**src/rtl/icetap_capture.sv**
```systemverilog
// Purpose : icetap capture engine. Evaluates trigger/store conditions on the probed
//           signals and writes qualified samples into a circular sample RAM.
// Latency : signals_in -> s1 in 1 cycle -> registered RAM write 1 cycle later.
//           A command pulse takes effect one cycle after it is sampled.
// Backpressure: none. The RAM accepts one write per cycle, and samples are never stalled.
//
// Ports:
//   clk, reset_        capture clock; asynchronous active-high reset
//   signals_in         probed signals (NR_SIGNALS wide, synchronous to clk)
//   store_mask         3-bit store condition code per signal (latched on start)
//   trigger_mask       3-bit trigger condition code per signal (latched on start)
//   post_trig_cnt      number of samples stored after the trigger sample
//   cmd, cmd_valid     {force, abort, start} command and its single-cycle strobe
//   mem_wr/addr/wdata  sample RAM write port (registered)
//   state              0 IDLE, 1 ARMED, 2 POST, 3 DONE
//   trigger_addr       RAM address holding the trigger sample
//   wrapped            write pointer has wrapped since the last start
module icetap_capture #(
  parameter int NR_SIGNALS = 16,
  parameter int ADDR_BITS  = 8
) (
  input  logic                      clk,
  input  logic                      reset_,
  input  logic [NR_SIGNALS-1:0]     signals_in,
  input  logic [3*NR_SIGNALS-1:0]   store_mask,
  input  logic [3*NR_SIGNALS-1:0]   trigger_mask,
  input  logic [ADDR_BITS-1:0]      post_trig_cnt,
  input  logic [2:0]                cmd,
  input  logic                      cmd_valid,
  output logic                      mem_wr,
  output logic [ADDR_BITS-1:0]      mem_addr,
  output logic [NR_SIGNALS-1:0]     mem_wdata,
  output logic [1:0]                state,
  output logic [ADDR_BITS-1:0]      trigger_addr,
  output logic                      wrapped
);

  typedef enum logic [1:0] {
    ST_IDLE  = 2'd0,
    ST_ARMED = 2'd1,
    ST_POST  = 2'd2,
    ST_DONE  = 2'd3
  } state_t;

  // Condition codes: 1 high, 2 low, 3 rising, 4 falling, 5 any edge, others don't care.
  function automatic logic cond_match(input logic [2:0] code, input logic cur, input logic prev);
    case (code)
      3'd1:    cond_match = cur;
      3'd2:    cond_match = ~cur;
      3'd3:    cond_match = cur & ~prev;
      3'd4:    cond_match = ~cur & prev;
      3'd5:    cond_match = cur ^ prev;
      default: cond_match = 1'b1;
    endcase
  endfunction

  function automatic logic cond_active(input logic [2:0] code);
    cond_active = (code >= 3'd1) && (code <= 3'd5);
  endfunction

  // Sample pipeline and latched configuration
  logic [NR_SIGNALS-1:0]   s1_q, s1_d, s2_q, s2_d;
  logic [3*NR_SIGNALS-1:0] store_mask_q, store_mask_d;
  logic [3*NR_SIGNALS-1:0] trig_mask_q, trig_mask_d;

  // Command stage
  logic                    cmd_vld_q, cmd_vld_d;
  logic [2:0]              cmd_q, cmd_d;

  // Capture control
  state_t                  state_q, state_d;
  logic [ADDR_BITS-1:0]    ptr_q, ptr_d;
  logic [ADDR_BITS-1:0]    post_cnt_q, post_cnt_d;
  logic [ADDR_BITS-1:0]    trig_addr_q, trig_addr_d;
  logic                    wrapped_q, wrapped_d;

  // RAM write port
  logic                    mem_wr_q, mem_wr_d;
  logic [ADDR_BITS-1:0]    mem_addr_q, mem_addr_d;
  logic [NR_SIGNALS-1:0]   mem_wdata_q, mem_wdata_d;

  // Decoded commands; abort beats start, start beats force.
  logic cmd_abort, cmd_start, cmd_force;
  // Condition evaluation results for the sample currently in s1
  logic trig_hit, store_hit, store_any, store_used;
  // Write decision for this cycle
  logic do_write;

  always_comb begin
    cmd_abort = cmd_vld_q & cmd_q[1];
    cmd_start = cmd_vld_q & cmd_q[0] & ~cmd_q[1];
    cmd_force = cmd_vld_q & cmd_q[2] & ~cmd_q[1] & ~cmd_q[0];
  end

  // Trigger is an AND over all signals (don't-care codes pass). Store is an OR over
  // the signals that have a real code. An all-don't-care store mask stores every cycle.
  always_comb begin
    trig_hit   = 1'b1;
    store_any  = 1'b0;
    store_used = 1'b0;
    for (int i = 0; i < NR_SIGNALS; i++) begin
      trig_hit = trig_hit & cond_match(trig_mask_q[3*i +: 3], s1_q[i], s2_q[i]);
      if (cond_active(store_mask_q[3*i +: 3])) begin
        store_used = 1'b1;
        store_any  = store_any | cond_match(store_mask_q[3*i +: 3], s1_q[i], s2_q[i]);
      end
    end
    store_hit = store_any | ~store_used;
  end

  always_comb begin
    s1_d         = signals_in;
    s2_d         = s1_q;
    cmd_vld_d    = cmd_valid;
    cmd_d        = cmd_valid ? cmd : cmd_q;
    store_mask_d = store_mask_q;
    trig_mask_d  = trig_mask_q;
    state_d      = state_q;
    ptr_d        = ptr_q;
    post_cnt_d   = post_cnt_q;
    trig_addr_d  = trig_addr_q;
    wrapped_d    = wrapped_q;
    mem_wr_d     = 1'b0;
    mem_addr_d   = mem_addr_q;
    mem_wdata_d  = mem_wdata_q;
    do_write     = 1'b0;

    if (cmd_abort) begin
      // The sample evaluated on the abort cycle is dropped. Pointer, trigger_addr
      // and wrapped keep their values so the capture can still be read back.
      state_d = ST_IDLE;
    end else if (cmd_start) begin
      state_d      = ST_ARMED;
      ptr_d        = '0;
      wrapped_d    = 1'b0;
      store_mask_d = store_mask;
      trig_mask_d  = trigger_mask;
    end else begin
      case (state_q)
        ST_ARMED: begin
          if (trig_hit || cmd_force) begin
            // The trigger sample is always stored, whatever the store condition says.
            do_write    = 1'b1;
            trig_addr_d = ptr_q;
            post_cnt_d  = post_trig_cnt;
            state_d     = (post_trig_cnt == '0) ? ST_DONE : ST_POST;
          end else if (store_hit) begin
            do_write = 1'b1;
          end
        end
        ST_POST: begin
          if (store_hit) begin
            do_write   = 1'b1;
            post_cnt_d = post_cnt_q - 1'b1;
            if (post_cnt_q == {{(ADDR_BITS-1){1'b0}}, 1'b1}) begin
              state_d = ST_DONE;
            end
          end
        end
        default: begin
        end
      endcase
    end

    if (do_write) begin
      mem_wr_d    = 1'b1;
      mem_addr_d  = ptr_q;
      mem_wdata_d = s1_q;
      // The final write of a capture does not advance the pointer. A full buffer
      // that ends exactly at the top address therefore does not report a wrap.
      if (state_d != ST_DONE) begin
        ptr_d = ptr_q + 1'b1;
        if (ptr_q == {ADDR_BITS{1'b1}}) begin
          wrapped_d = 1'b1;
        end
      end
    end
  end

  always_ff @(posedge clk or posedge reset_) begin
    if (reset_) begin
      s1_q         <= '0;
      s2_q         <= '0;
      store_mask_q <= '0;
      trig_mask_q  <= '0;
      cmd_vld_q    <= 1'b0;
      cmd_q        <= '0;
      state_q      <= ST_IDLE;
      ptr_q        <= '0;
      post_cnt_q   <= '0;
      trig_addr_q  <= '0;
      wrapped_q    <= 1'b0;
      mem_wr_q     <= 1'b0;
      mem_addr_q   <= '0;
      mem_wdata_q  <= '0;
    end else begin
      s1_q         <= s1_d;
      s2_q         <= s2_d;
      store_mask_q <= store_mask_d;
      trig_mask_q  <= trig_mask_d;
      cmd_vld_q    <= cmd_vld_d;
      cmd_q        <= cmd_d;
      state_q      <= state_d;
      ptr_q        <= ptr_d;
      post_cnt_q   <= post_cnt_d;
      trig_addr_q  <= trig_addr_d;
      wrapped_q    <= wrapped_d;
      mem_wr_q     <= mem_wr_d;
      mem_addr_q   <= mem_addr_d;
      mem_wdata_q  <= mem_wdata_d;
    end
  end

  assign mem_wr       = mem_wr_q;
  assign mem_addr     = mem_addr_q;
  assign mem_wdata    = mem_wdata_q;
  assign state        = state_q;
  assign trigger_addr = trig_addr_q;
  assign wrapped      = wrapped_q;

endmodule

```
**config.mk**
```make
export PLATFORM = sky130hd
export DESIGN_NAME = icetap_capture
export DESIGN_NICKNAME = d
export VERILOG_FILES = /design/src/rtl/icetap_capture.sv
export SDC_FILE = /design/constraint.sdc
export NUM_CORES = 1
export LEC_CHECK = 0
export ABC_CLOCK_PERIOD_IN_PS = 4900
export BUFFER_PORTS_ARGS = -buffer_cell sky130_fd_sc_hd__buf_2
export CAP_MARGIN = 20
export CORE_ASPECT_RATIO = 1.25
export CORE_MARGIN = 2
export CORE_UTILIZATION = 35
export DETAILED_ROUTE_END_ITERATION = 12
export PLACE_DENSITY = 0.66
export SLEW_MARGIN = 10
export SYNTH_ARGS = -nofsm -noshare
export SYNTH_HDL_FRONTEND = slang
export SYNTH_SLANG_ARGS = --single-unit
export TNS_END_PERCENT = 1
```
**constraint.sdc**
```tcl
create_clock -name clk -period 4.9 [get_ports clk]
set_input_delay 0 -clock clk [delete_from_list [all_inputs] [get_ports clk]]
set_output_delay 0 -clock clk [all_outputs]
set_load 0.05 [all_outputs]
```
# --- Yosys cells after proc, flatten, opt, wreduce, memory -nomap -nowiden ---
# Index checks and enable logic that the tools add are counted.
classes:
  addsub: 2
  mul: 0
  n_div: 0
  order_cmp: 32
  n_eq_ne: 167
  shifts: 0
  mux: 104
  bitwise: 122
  n_reduce_logical: 22
ops:
  columns: ["operator", "count"]
  rows:
  - ["$eq 3x2->1 const B", 64]
  - ["$eq 3x3->1 const B", 64]
  - ["$pmux 1 s5", 32]
  - ["$eq 3x1->1 const B", 32]
  - ["$mux 1", 58]
  - ["$and 1x1->1", 53]
  - ["$ge 3x1->1 const B", 16]
  - ["$le 3x3->1 const B", 16]
  - ["$mux 8", 6]
  - ["$not 1->1", 37]
  - ["$logic_and 1x1->1", 16]
  - ["$or 1x1->1", 16]
  - ["$pmux 8 s2", 1]
  - ["$xor 1x1->1", 16]
  - ["$mux 2", 5]
  - ["$add 8x1->8 const B", 1]
  - ["$eq 8x1->1 const B", 1]
  - ["$eq 8x8->1 const B", 1]
  - ["$logic_not 8->1", 1]
  - ["$sub 8x1->8 const B", 1]
  - ["$ne 2x2->1 const B", 3]
  - ["$reduce_and 5->1", 1]
  - ["$pmux 2 s2", 1]
  - ["$reduce_and 4->1", 1]
  - ["6 further kinds", 6]
word_totals:
  register_bits: 184
  latch_bits: 0
  ramBits: 0
  mem_bits_ro: 0
  in_bits: 126
  elab_cells: 463
  memories: 0

# --- Logic depth before layout (Yosys ltp) ---
# Gate-level depths: netlist (run 1).
logic_depth:
  ltp_word: 42
  ltp_mapped: 13

# --- Worst setup path after synthesis (run 1) ---
# OpenSTA, ideal clock, no wires.
synth_path:
  path_type: "reg2reg"
  startpoint: "register s1_q[12]"
  endpoint: "register ptr_q[2]"
  arrival_time_ns: 2.554
  t_required_ns: 4.780
  path_slack_ns: 2.226
  stages_incl_launch_ff: 12
  path_buffers: 0
  synth_period_minus_slack_ns: 2.674
  cell_sequence: "dfrtp_1 > ha_1 > and3_1 > a2111oi_2 > nor4_1 > nand2_1 > nor4_2 > a31oi_4 > mux2i_1 > a211oi_2 > o21ai_4 > a31o_1"
synth_between:
  elab_chain_cells: 20
synth_lines:
  columns: ["item", "line", "text"]
  rows:
  - ["start: declaration", "62", "logic [NR_SIGNALS-1:0] s1_q, s1_d, s2_q, s2_d;"]
  - ["start signal: assignment", "182", "s1_q <= '0;"]
  - ["start signal: assignment", "197", "s1_q <= s1_d;"]
  - ["$not 1->1", "49, 51", null]
  - ["$and 1x1->1", "51", "3'd4: cond_match = ~cur & prev;"]
  - ["$pmux 1 s5", "47", "case (code)"]
  - ["$mux 1", "103", "if (cond_active(store_mask_q[3*i +: 3])) begin"]
  - ["$or 1x1->1", "105", "store_any = store_any | cond_match(store_mask_q[3*i +: 3], s1_q[i], s2_q[i]);"]
  - ["$mux 1", "103", null]
  - ["$or 1x1->1", "105", null]
  - ["$mux 1", "103", null]
  - ["[... 5 more ...]", null, null]
  - ["$mux 2", "152", "if (store_hit) begin"]
  - ["$pmux 2 s2", "139", "case (state_q)"]
  - ["$mux 2", "132", "end else if (cmd_start) begin"]
  - ["$mux 2", "128", "if (cmd_abort) begin"]
  - ["$ne 2x2->1", "171", "if (state_d != ST_DONE) begin"]
  - ["$mux 8", "171", null]
  - ["$mux 8 *", "165", "if (do_write) begin"]
  - ["net ptr_d[2]", "72", "logic [ADDR_BITS-1:0] ptr_q, ptr_d;"]
  - ["end signal: assignment", "204", "ptr_q <= ptr_d;"]
  - ["end: declaration", "72", null]
# Mark *: on every way through the listed nets, which the timed path passes. The rest lies on a longest branch. The select of a mux whose other input is x is not followed.
# A chain may end at the register's enable or synchronous reset.

# --- Final worst setup path (run 1) ---
layout_path:
  startpoint: "register s1_q[9]"
  endpoint: "register mem_wdata_q[7], in the netlist mem_wdata[7]"
layout_between:
  elab_chain_cells: 24
layout_lines:
  columns: ["item", "line", "text"]
  rows:
  - ["$not 1->1", "49, 51", null]
  - ["$and 1x1->1", "51", null]
  - ["$pmux 1 s5", "47", null]
  - ["$mux 1", "103", null]
  - ["$or 1x1->1", "105", null]
  - ["$mux 1", "103", null]
  - ["$or 1x1->1", "105", null]
  - ["$mux 1", "103", null]
  - ["[... 8 more ...]", null, null]
  - ["$or 1x1->1", "105", null]
  - ["$mux 1", "103", null]
  - ["$or 1x1->1", "108", "store_hit = store_any | ~store_used;"]
  - ["$mux 1", "147, 152", null]
  - ["$mux 1", "141", "if (trig_hit || cmd_force) begin"]
  - ["$pmux 1 s2 *", "139", null]
  - ["$mux 1 *", "132", null]
  - ["$mux 1 *", "128", null]
  - ["end signal: assignment", "210", "mem_wdata_q <= mem_wdata_d;"]
  - ["end: declaration", "80", "logic [NR_SIGNALS-1:0] mem_wdata_q, mem_wdata_d;"]
# Every way passes the cells marked *; elsewhere a longest branch is shown, timed or not. The select of a mux whose other input is x is not followed.

==> reports/qor.yml, run 1 <==
setup_path:
  required_ps: 5220
  setup.worst_path.end_class: "flip-flop"
  rr_startpoint: "s1_q[9]$_DFF_PP0_"
  cp_slowest_cell: "o211a_1"
  start_kind: "flip-flop"
  critPathLaunch: "s1_q[9]$_DFF_PP0_"
  crit_fanout: 17
  cpPeakStageDelay_ps: 530
  crit_arrival_ps: 4040
  crit_chain: "ha_1 -> and3_1 -> a2111oi_0 -> nor4_1 -> nand2_1 -> nor4_2 -> a31oi_4 -> a21boi_1 -> o211a_1 -> buf_4 -> mux2_2"
  crit_type: "reg -> reg"
clock_network:
  cts-resized-gates: 0
  clk_pin_slew_ps: 70
  post_cts_buffers: 0
  cts_buffers: 17
  clockRootBuffer: "clkbuf_16"
  tritoncts: "built"
  clk_path_buf_depth: 2
  insertion_delay_ps: 440
  numClockSinks: 184
  htreeDepth: 4
timing:
  drv_slew: 0
  hold_slack_ps: 26.0
  fmax_mhz: 269
  rsz0062_at_grt: "false"
  skew_ps: 10.7
  setup_viol: 0
  period_share: 0.760
  period_minus_slack_ps: 3720
  slew-limit-headroom: 0.285
  worstMarginPinSlew_ps: 1070
  tns_ps: 0
  setup_slack_ps: 1180
  hold_viol_final: 0
yosys:
  syn_area_per_cell_um2: 11.7
  synth.most_common_cell: "dfrtp_1"
  synth_area_um2: 9130
  synth.distinct_cells: 58
  synth_top_area_share: 0.504
  synthTopCellsByCount: "dfrtp_1, mux2_2, inv_1"
  syn-num-nets: 946
  ys.flop_type: "dfrtp_1"
  synth_seq_area_share: 0.504
  syn_inst: 782
  async_flop_share: 1.00
  synth_top_area_cell: "dfrtp_1"
  ys_ff_latch: 184
  ys.warnings.count: 0
  synth_edf_count: 0
  synth_top_cells_by_area: "dfrtp_1, mux2_2, ha_1"
route:
  drt_iter0_drc: 412
  finalWirelength_um: 24300
  vias: 7073
  drcViolationCount: 0
  antenna_left: 0
  wl_per_cell_um: 17.1
  viasPerCell: 4.98
  drt_first_pass_iters: 4
final_layout:
  syn_to_final_growth_pct: 32.4
  drive_above_1_share: 0.311
  fin_util: 0.468
  fill_cells: 2335
  antenna_cells: 0
  fin_nets: 1231
  final_area_um2: 12100
  fin_cells: 1420
min_path:
  hold_path.startpoint: "post_trig_cnt[6]"
  hp-class: "in -> reg"
placed_design:
  gp_congestion: 0.821
  place_area_um2: 10300
  hpwl_um: 17100
  port_buffers: 161
  pre_cts_ws_ps: 1140
  dp.cells: 1267
global_routing:
  grt_max_degree: 185
  antenna_found_initial: 0
  grt_pass1_wl_um: 37600
  grt_pass1_vias: 7136
  grtUsageTotal: 0.179
  grt_remaining_overflow: 0
die:
  core.rowCount: 66
  die_h_um: 185
  dieArea_um2: 27400
  core_um2: 25800
  pin_count: 162
  die_w_um: 148
  start_util: 0.353
power_and_ir_drop:
  p_leak_nw: 5.71
  powerDensity_nw_per_um2: 375
  ir_worst_vdd_uv: 192
  p_total_mw: 4.53
run_status:
  status: "finished, final reports clean"
run:
  maxCapViolCount: 0
-- where the power goes --
group | internal [mW] | total, mW | leakage (nW) | switching [mW]
registers | 1.80 | 2.16 | 2.24 | 0.362
clock network | 0.709 | 1.32 | 0.270 | 0.614
logic | 0.565 | 1.04 | 3.19 | 0.479
total | 3.07 | 4.53 | 5.71 | 1.46
-- cell families after synthesis --
| family | share of synthesized area |
|---|---|
| AOI/OAI and AO/OA | 0.117 |
| xor gates and xnor gates | 0.00576 |
| adders and majority gates | 0.0521 |
| buffers and inverters | 0.0380 |
| DFF | 0.504 |
| muxes | 0.191 |
| and+or+nand+nor | 0.0917 |
-- routing by layer --
metal | global-route usage | share of wire
met5 | 0 | 0
met4 | 0.0636 | 0.021
met3 | 0.0302 | 0.029
met2 | 0.317 | 0.52
met1 | 0.218 | 0.43
-- placed cells by master, fill, tap and decap left out, types with 23 or more instances in the layout --
| cell type | instances |
|---|---|
| buf_2 | 161 |
| dfrtp_1 | 184 |
| dlygate4sd3_1 | 121 |
| ha_1 | 38 |
| inv_1 | 71 |
| mux2_2 | 123 |
| mux2i_1 | 27 |
| nand2_1 | 47 |
| nor2_1 | 24 |
| nor3_1 | 23 |
| o21ai_0 | 28 |
-- layout make-up --
cell class	instances	area, um2	area share
sequential	184	4600	0.381
timing repair buffer	285	2050	0.170
inverter	72	274	0.0227
clock inverter	12	118	0.00973
multi-input combinational	507	4180	0.346
clock buffer	20	437	0.0361
tap	340	425	0.0352
-- what timing repair did --
item                                    CTS  global route
hold buffers                            121             0
endpoints found under the setup margin    0             0
hold endpoints to repair                304             0
-- sequential cells by signal (all words and copies together) (netlist names) --
name	flops
wrapped	1
s2_q	16
s1_q	16
mem_wdata	16
trig_mask_q	48
ptr_q	8
mem_wr	1
mem_addr	8
state	2
store_mask_q	48
cmd_vld_q	1
post_cnt_q	8
cmd_q	3
trigger_addr	8
-- worst max-delay path: cells and delay by family (launching register included) --
family                     cells  cell delay (ps)
and+or+nand+nor                4             1230
adders and majority gates      1              210
DFF                            1              480
AOI/OAI and AO/OA              4              880
buffers and inverters          1              400
muxes                          1              370
-- final timing paths --
check | endpoint | slack, ps | cells after the start
setup / recovery | mem_wdata[7]$_DFFE_PP0P_ | 1180 | 11
hold / removal | post_cnt_q[6]$_DFFE_PP0P_ | 30 | 4
setup reg to reg | mem_wdata[7]$_DFFE_PP0P_ | 1180 | 11
hold reg to reg | mem_wdata[8]$_DFFE_PP0P_ | 480 | 1
max in group asynchronous | post_cnt_q[1]$_DFFE_PP0P_ | 3740 | 4
min in group asynchronous | ptr_q[0]$_DFF_PP0_ | 330 | 4
Note: power is estimated with default switching activity, not from simulation.
==> run 2, diff against run 1 <==
--- a/config.mk
+++ b/config.mk
@@ -5,14 +5,14 @@
 export SDC_FILE = /design/constraint.sdc
 export NUM_CORES = 1
 export LEC_CHECK = 0
-export ABC_CLOCK_PERIOD_IN_PS = 4900
+export ABC_CLOCK_PERIOD_IN_PS = 3600
 export BUFFER_PORTS_ARGS = -buffer_cell sky130_fd_sc_hd__buf_2
 export CAP_MARGIN = 20
 export CORE_ASPECT_RATIO = 1.25
 export CORE_MARGIN = 2
 export CORE_UTILIZATION = 35
 export DETAILED_ROUTE_END_ITERATION = 12
-export PLACE_DENSITY = 0.66
+export PLACE_DENSITY = 0.64
 export SLEW_MARGIN = 10
 export SYNTH_ARGS = -nofsm -noshare
 export SYNTH_HDL_FRONTEND = slang
==> constraint.sdc (replaced) <==
create_clock -name clk -period 3.6 [get_ports clk]
set_input_delay 0 -clock clk [delete_from_list [all_inputs] [get_ports clk]]
set_output_delay 0 -clock clk [all_outputs]
set_load 0.05 [all_outputs]
==> run 2 against run 1 <==
Fmax up 13%. Combinational power up 38%. Final area up 0.86%. Via count up 1.2%. Sequential share of layout area down 0.32 points. Worst hold slack worse by 14 ps. Clock power up 45%. Non-clock buffer count up 5. First-iteration DRC count up 0.49%. Sequential power up 37%. Clock skew up 2.0 ps. Critical path type unchanged. Highest routed layer unchanged.
==> reports/qor.yml, run 2 (synthesis gave the netlist of run 1 again) <==
run_status:
  status: "finished, final reports clean"
global_routing:
  grt_max_degree: 106  # -43%
  use_met2: 0.323  # +0.00556
  use_met3: 0.0337  # +0.00347
  grt_pass1_vias: 7383  # +3.5%
  grt_remaining_overflow: 0  # unchanged
  top_usage_layer: "met2"
  grt_util_met1: 0.224  # +0.00559
  grt_pass1_wl_um: 39100  # +4.0%
  antenna_found_initial: 0  # unchanged
  grtUsageTotal: 0.185  # +0.00634
placed_design:
  gp_congestion: 0.859  # +4.7%
  hpwl_um: 17400  # +1.3%
  dp.cells: 1271  # +0.32%
  place_area_um2: 10400  # +0.53%
  port_buffers: 161  # unchanged
route:
  drt_iter0_drc: 414  # +0.49%
  wl_per_cell_um: 17.4  # +1.8%
  viasPerCell: 5.02  # +0.87%
  finalWirelength_um: 24800  # +2.2%
  antenna_left: 0  # unchanged
  drcViolationCount: 0  # unchanged
  drt_first_pass_iters: 5  # +1
  vias: 7160  # +1.2%
setup_path:
  start_kind: "flip-flop"
  required_ps: 3930  # -1290 ps
  crit_arrival_ps: 3610  # -430 ps
  crit_fanout: 9  # -8
  crit_type: "reg -> reg"
  setup.worst_path.end_class: "flip-flop"
timing:
  hold_viol_final: 0  # unchanged
  worstMarginPinSlew_ps: 877  # -195 ps
  period_share: 0.913  # +0.153
  fmax_mhz: 304  # +13%
  period_minus_slack_ps: 3290  # -439 ps
  setup_viol: 0  # unchanged
  rsz0062_at_grt: "false"
  skew_ps: 12.7  # +1.99 ps
  tns_ps: 0  # unchanged
  drv_slew: 0  # unchanged
  slew-limit-headroom: 0.416  # +0.130
clock_network:
  insertion_delay_ps: 440  # about the same
  tritoncts: "built"
  cts_buffers: 17  # unchanged
  post_cts_buffers: 0  # unchanged
  clk_path_buf_depth: 2  # unchanged
  clockRootBuffer: "clkbuf_16"
  numClockSinks: 184  # unchanged
  htreeDepth: 4  # unchanged
  clk_pin_slew_ps: 80  # about the same
final_layout:
  final_common_cell: "dfrtp_1"
  final_cell_mix: "dfrtp_1, buf_2, mux2_2"
  drive_above_1_share: 0.314  # +0.00317
  fin_nets: 1236  # +0.41%
  fill_cells: 2332  # -0.13%
  top_regs: "store_mask_q x48, trig_mask_q x48"
  syn_to_final_growth_pct: 33.6
  antenna_cells: 0  # unchanged
  fin_cells: 1425  # +0.35%
  final_area_um2: 12200  # +0.86%
power_and_ir_drop:
  ir_worst_vdd_uv: 277  # +44%
  powerDensity_nw_per_um2: 517  # +38%
  p_leak_nw: 5.75  # +0.81%
die:
  core.rowCount: 66  # unchanged
  die_h_um: 185  # unchanged
  core_um2: 25800  # unchanged
  die_w_um: 148  # unchanged
  pin_count: 162  # unchanged
  dieArea_um2: 27400  # unchanged
  start_util: 0.353  # unchanged
min_path:
  hp-class: "in -> reg"
run:
  maxCapViolCount: 0  # unchanged
## run 2: changes by cell type in the layout (fill, tap and decap cells not counted), sizes merged
cell	previous run	this run
clkinv	5	1
clkinvlp	2	3
clkbuf	20	19
buf	164	168
inv	76	79
dlygate4sd3	121	122
bufinv	1	2
## run 2: stage by stage
stage / utilization / total power, mW / hold slack (ps) / worst slack, ps
detailed placement: 0.402 / 4.30 / 110 / 181
floorplan: - / 3.80 / 31.4 / 926
global placement: 0.402 / 4.27 / 108 / 391
CTS: 0.472 / 6.35 / 1.30 / 147
finish: 0.472 / 6.30 / 11.5 / 314
global route: 0.472 / 6.66 / 19.7 / 79.5
## run 2: cell type report
| type | instances | area [um2] | share of cell area |
|---|---|---|---|
| timing repair buffer | 290 | 2120 | 0.174 |
| clock buffer | 19 | 433 | 0.0355 |
| clock inverter | 13 | 159 | 0.0130 |
| multi-input combinational | 507 | 4180 | 0.343 |
| inverter | 72 | 274 | 0.0225 |
| sequential | 184 | 4600 | 0.378 |
| tap | 340 | 425 | 0.0349 |
## run 2: final timing paths
| path | end | start | cells after the start | slack, ps |
|---|---|---|---|---|
| min reg2reg | mem_addr[7]$_DFFE_PP0P_ | mem_addr[7]$_DFFE_PP0P_ | 1 | 480 |
| max reg2reg | ptr_q[4]$_DFF_PP0_ | s1_q[9]$_DFF_PP0_ | 11 | 310 |
| max | ptr_q[4]$_DFF_PP0_ | s1_q[9]$_DFF_PP0_ | 11 | 310 |
| max in group asynchronous | store_mask_q[11]$_DFFE_PP0P_ | reset_ | 4 | 2390 |
| min | post_cnt_q[5]$_DFFE_PP0P_ | post_trig_cnt[5] | 4 | 10 |
| min in group asynchronous | ptr_q[0]$_DFF_PP0_ | reset_ | 3 | 240 |
## run 2: power by group
| part | internal [mW] | switching, mW | total (mW) | leakage [nW] |
|---|---|---|---|---|
| sequential | 2.45 | 0.499 | 2.95 | 2.24 |
| combinational | 0.775 | 0.657 | 1.43 | 3.23 |
| clock | 1.05 | 0.873 | 1.92 | 0.284 |
## run 2: what timing repair did
item / 4_1_cts / 5_1_grt
endpoints found under the hold margin: 151 / 0
hold buffers: 122 / 0
resized for setup: 0 / 1
endpoints found under the setup margin: 0 / 6
## run 2: per-layer routing
layer  vias up  routed length [um]
met5         -                   0
met4         0                 905
met3        49                 805
met2       154               12700
met1      3545               10400
li1       3412                   -
## run 2: critical path, stage by stage, from the launching register on
cell and delay (ps):
dfrtp_1 470, ha_1 240, and3_1 180, a2111oi_1 610, nor4_1 160, nand2_1 120
nor4_2 70, a31oi_4 220, mux2i_1 120, a211oi_2 500, o21ai_4 220, a31o_1 260
